===== src/rtl/rr_sel_arb.sv =====
// rr_sel_arb: four-source round-robin arbiter driving a downstream mux4.
//
// A request seen in IDLE is granted on the next edge, searching from the
// round-robin pointer. The grant is held for up to MAX_BURST cycles. It ends
// early when the grantee raises done or drops its request. Every grant is
// followed by exactly one IDLE cycle. After a release the pointer moves one
// past the released source.
//
// Ports:
//   clk    - sole clock, rising edge
//   rst_n  - asynchronous active-low reset
//   req    - per-source request, bit i = mux4 input din_i
//   done   - current grantee finished early (ignored in IDLE)
//   sel    - registered mux4 select, holds the last granted index
//   grant  - registered one-hot grant, zero when idle
//   busy   - high while in GRANT
module rr_sel_arb #(
    parameter int MAX_BURST = 4
) (
    input  logic       clk,
    input  logic       rst_n,
    input  logic [3:0] req,
    input  logic       done,
    output logic [1:0] sel,
    output logic [3:0] grant,
    output logic       busy
);

    typedef enum logic {IDLE = 1'b0, GRANT = 1'b1} state_t;

    state_t     state, state_n;
    logic [1:0] ptr, ptr_n;
    logic [1:0] sel_n;
    logic [3:0] grant_n;
    logic [3:0] beat_cnt, beat_n;
    logic [1:0] pick;
    logic       release_now;

    // First set request in the order ptr, ptr+1, ptr+2, ptr+3.
    // The loop walks downward so the lowest offset is written last and wins.
    always_comb begin
        pick = ptr;
        for (int k = 3; k >= 0; k--) begin
            if (req[ptr + 2'(k)]) pick = ptr + 2'(k);
        end
    end

    // Any one release cause is enough, and several at once act as one.
    assign release_now = done || !req[sel] || (beat_cnt == 4'(MAX_BURST - 1));

    always_comb begin
        state_n = state;
        ptr_n   = ptr;
        sel_n   = sel;
        grant_n = grant;
        beat_n  = beat_cnt;
        case (state)
            IDLE: begin
                grant_n = 4'b0000;
                if (req != 4'b0000) begin
                    state_n = GRANT;
                    sel_n   = pick;
                    grant_n = 4'b0001 << pick;
                    beat_n  = 4'd0;
                end
            end
            GRANT: begin
                if (release_now) begin
                    state_n = IDLE;
                    grant_n = 4'b0000;
                    ptr_n   = sel + 2'd1;
                end else if (beat_cnt != 4'hF) begin
                    // Saturate so the counter can never wrap.
                    beat_n = beat_cnt + 4'd1;
                end
            end
            default: begin
                state_n = IDLE;
                grant_n = 4'b0000;
            end
        endcase
    end

    always_ff @(posedge clk or negedge rst_n) begin
        if (!rst_n) begin
            state    <= IDLE;
            ptr      <= 2'd0;
            sel      <= 2'd0;
            grant    <= 4'b0000;
            beat_cnt <= 4'd0;
        end else begin
            state    <= state_n;
            ptr      <= ptr_n;
            sel      <= sel_n;
            grant    <= grant_n;
            beat_cnt <= beat_n;
        end
    end

    // state is itself a flop, so busy is a registered output.
    assign busy = (state == GRANT);

endmodule

===== config.mk =====
export PLATFORM = sky130hd
export DESIGN_NAME = rr_sel_arb
export DESIGN_NICKNAME = d
export VERILOG_FILES = /design/src/rtl/rr_sel_arb.sv
export SDC_FILE = /design/constraint.sdc
export NUM_CORES = 1
export LEC_CHECK = 0
export BUFFER_PORTS_ARGS = -buffer_cell sky130_fd_sc_hd__clkbuf_2
export CORE_MARGIN = 3
export CORE_UTILIZATION = 52
export CTS_CLUSTER_DIAMETER = 100
export CTS_CLUSTER_SIZE = 40
export DETAILED_ROUTE_END_ITERATION = 8
export PLACE_DENSITY_LB_ADDON = 0.08
export REMOVE_ABC_BUFFERS = 1
export SLEW_MARGIN = 15
export SYNTH_ARGS = -nofsm -noshare
export SYNTH_HDL_FRONTEND = slang
export SYNTH_SLANG_ARGS = --single-unit

===== constraint.sdc =====
create_clock -name clk -period 2.5 [get_ports clk]
set_input_delay 0.375 -clock clk [delete_from_list [all_inputs] [get_ports clk]]
set_output_delay 0.375 -clock clk [all_outputs]
set_load 0.02 [all_outputs]

==> qor.yml <==
status:
  status: "finished, final reports clean"
power_and_ir_drop:
  p_comb_share_pct: 45.5
  swShare_pct: 43.21
  clockPowerShare_pct: 14.0
  seqPwrFrac_pct: 40.5
  power.total_uw: 929.8
  ir_worst_vdd_v: 0.0006991
  p_leak_uw: 0.0004104
  switchingPower_uw: 401.7
  power_density_nw_per_um2: 1101
  p_int_uw: 528.1
sta:
  finalCriticalPeriod_ps: 1756
  setup_viol: 0
  worst_pin_slew_ps: 553.7
  period_share_pct: 70.24
  hold_viol_final: 0
  drv_slew: 0
  rsz0062_at_grt: "false"
  relSlewSlack_pct: 62.74
  fmax_mhz: 569.5
  setup-tns-final_ps: 0
  clock-skew-final_ps: 5.226
  fin_hold_ws_ps: 500.9
grt:
  grt_pass1_vias: 643
  grt_usage_pct: 20.26
  grt_pass1_wl_um: 2822
  grt_antenna_before_repair: 0
  grt_max_degree: 14
  gr-total-overflow: 0
run:
  maxCapViolCount: 0
clocking:
  clockRootBuffer: "clkbuf_4"
  cts_setup_buffers: 0
  cts-hold-fix-buffers: 1
  clock_path_buffers: 2
  ctsHtreeMaxLevel: 1
  clk_latency_ps: 280
  clock_sinks: 13
  clkTransAtPathRegs_ps: 70
  cts_tree: "built"
  ctsResizeCount: 0
  cts-buffers-inserted: 3
placement:
  hpwl_um: 1187
  port_buffers: 13
  placed_cell_area_um2: 808.3
  gp_congestion: 0.7955
route:
  drc: 0
  drt_iter0_markers: 16
  wl_um: 1577
  dr.pass1.iters: 4
  vias: 662
  viasPerCell: 6.305
  antenna_left: 0
  post_drt_wl_per_cell_um: 15.02
setup_path:
  crit_type: "flip-flop to flip-flop"
  crit_start: "beat_cnt[0]"
  reg2reg_slack_ps: 740
  path_max_fanout: 7
  arrival_ps: 1920
  end_kind: "flip-flop"
  r2r_cells: 4
  crit_path_end: "beat_cnt[1]"
  r2r_end: "beat_cnt[1]"
  worstPathRequired_ps: 2670
  cp-start-kind: "flip-flop"
  timing.rr.start: "beat_cnt[0]"
logic_synthesis:
  netlist_instances: 74
  synth_area_um2: 729.5
  ys_seq_area_share_pct: 44.60
  synth_cell_types: 35
  synth.yosys.warnings: 0
  syn_avg_cell_area_um2: 9.857
  ys_seq_elements: 13
finish:
  diodes: 0
  finish.utilization_pct: 70.31
  design_area_um2: 844.6
  area_delta_synth_final_pct: 15.78
  nets: 100
  drive_gt1_share_pct: 25.27
floorplan:
  ios: 14
  fp-row-count: 12
  dieArea_um2: 1888
  chipWidth_um: 43.46
  core_area_um2: 1201
  initial_utilization_pct: 60.73
  die_y_um: 43.46
worst_hold_path:
  hp-class: "flip-flop to flip-flop"
cells in the mapped netlist:
library cell  count  share of area, %
a21boi_1          1               1.0
a21o_2            1               1.2
a21oi_1           4               2.7
a221o_1           1               1.4
a22o_1            3               3.6
a31o_2            1               1.2
a31oi_1           2               1.7
a32o_1            1               1.4
a41o_1            1               1.4
and3_1            1              0.86
and4_2            1               1.4
clkbuf_1          1              0.51
dfrtp_1          13                45
ha_1              1               1.7
inv_1             4               2.1
mux2_2            1               1.5
mux2i_1           1               1.4
mux4_2            1               3.1
nand2_1           8               4.1
nand2b_1          2               1.7
nand3_1           1              0.69
nor2_1            3               1.5
nor2b_1           2               1.7
nor4_1            2               1.7
o21a_1            1               1.0
o21ai_0           6               4.1
o21bai_1          1               1.0
o22a_1            1               1.2
o22ai_1           1              0.86
o311ai_0          1               1.2
o31ai_1           1               1.0
or2_2             1              0.86
or3b_2            1               1.2
or4_1             2               2.1
xnor2_1           1               1.2
cell type report:
cell class / instances / area (um^2)
multi-input cells: 56 / 385.4
fillers: 94 / 356.6
flip-flops and latches: 13 / 325.3
repair buffers: 14 / 75.07
clock buffers: 4 / 26.28
well taps: 14 / 17.52
inverters: 4 / 15.01
flip-flops by register name, indices dropped and copies added (netlist names):
signal / cells
sel: 2
beat_cnt: 4
grant: 4
ptr: 2
busy: 1
how the worst min path moves through the flow:
stage / depth (start not counted) / start / endpoint
finish: 2 / grant[0] / grant[0]
global route: 2 / grant[0] / grant[0]
CTS: 2 / grant[0] / grant[0]
detailed placement: 1 / rst_n / sel[0]
global placement: 1 / rst_n / grant[1]
floorplan: 0 / rst_n / beat_cnt[0]
through the flow:
stage | cells | setup slack, ps
floorplan | 73 | 792.4
global placement | 100 | 753.1
detailed placement | 100 | 758.6
CTS | 105 | 747.4
global route | 105 | 648.9
finish | 105 | 744.0
power by group through the flow:
stage	clock (uW)	combinational, uW	sequential [uW]
after global placement	0	413	375
final	130	423	376
after CTS	131	424	374
after detailed placement	0	419	379
after floorplan	0	239	426
after global routing	147	465	392
cell usage in the layout (no fill, tap or decap), types with 2 or more instances in the layout:
cell type | netlist | layout
nor2b_1 | 2 | 2
a31oi_1 | 2 | 2
o21ai_0 | 6 | 6
clkbuf_4 | 0 | 3
nor4_1 | 2 | 2
nand2b_1 | 2 | 2
dfrtp_1 | 13 | 13
nand2_1 | 8 | 8
or4_1 | 2 | 2
a22o_1 | 3 | 3
inv_1 | 4 | 4
clkbuf_2 | 0 | 13
nor2_1 | 3 | 3
a21oi_1 | 4 | 4
worst max-delay path: stages (launching register included):
cell and delay [ps]:
dfrtp_1 400, ha_1 210, or3b_2 480, and4_2 290, a32o_1 260
per-layer routing:
metal / vias up / global-route usage [%] / share of wire [%]
li1: 318 / - / -
met1: 316 / 28.76 / 49
met2: 23 / 28.91 / 43
met3: 5 / 4.979 / 5.4
met4: 0 / 9.639 / 2.2
met5: - / 0 / 0
cell families after synthesis:
family / count (synthesis) / share of synthesized area [%]
and+or+nand+nor: 24 / 17.84
buffers and inverters: 5 / 2.572
muxes: 3 / 6.003
adders and majority gates: 1 / 1.715
xor gates and xnor gates: 1 / 1.201
DFF: 13 / 44.60
AOI/OAI and AO/OA: 27 / 26.08
(Power assumes the default switching activity.)
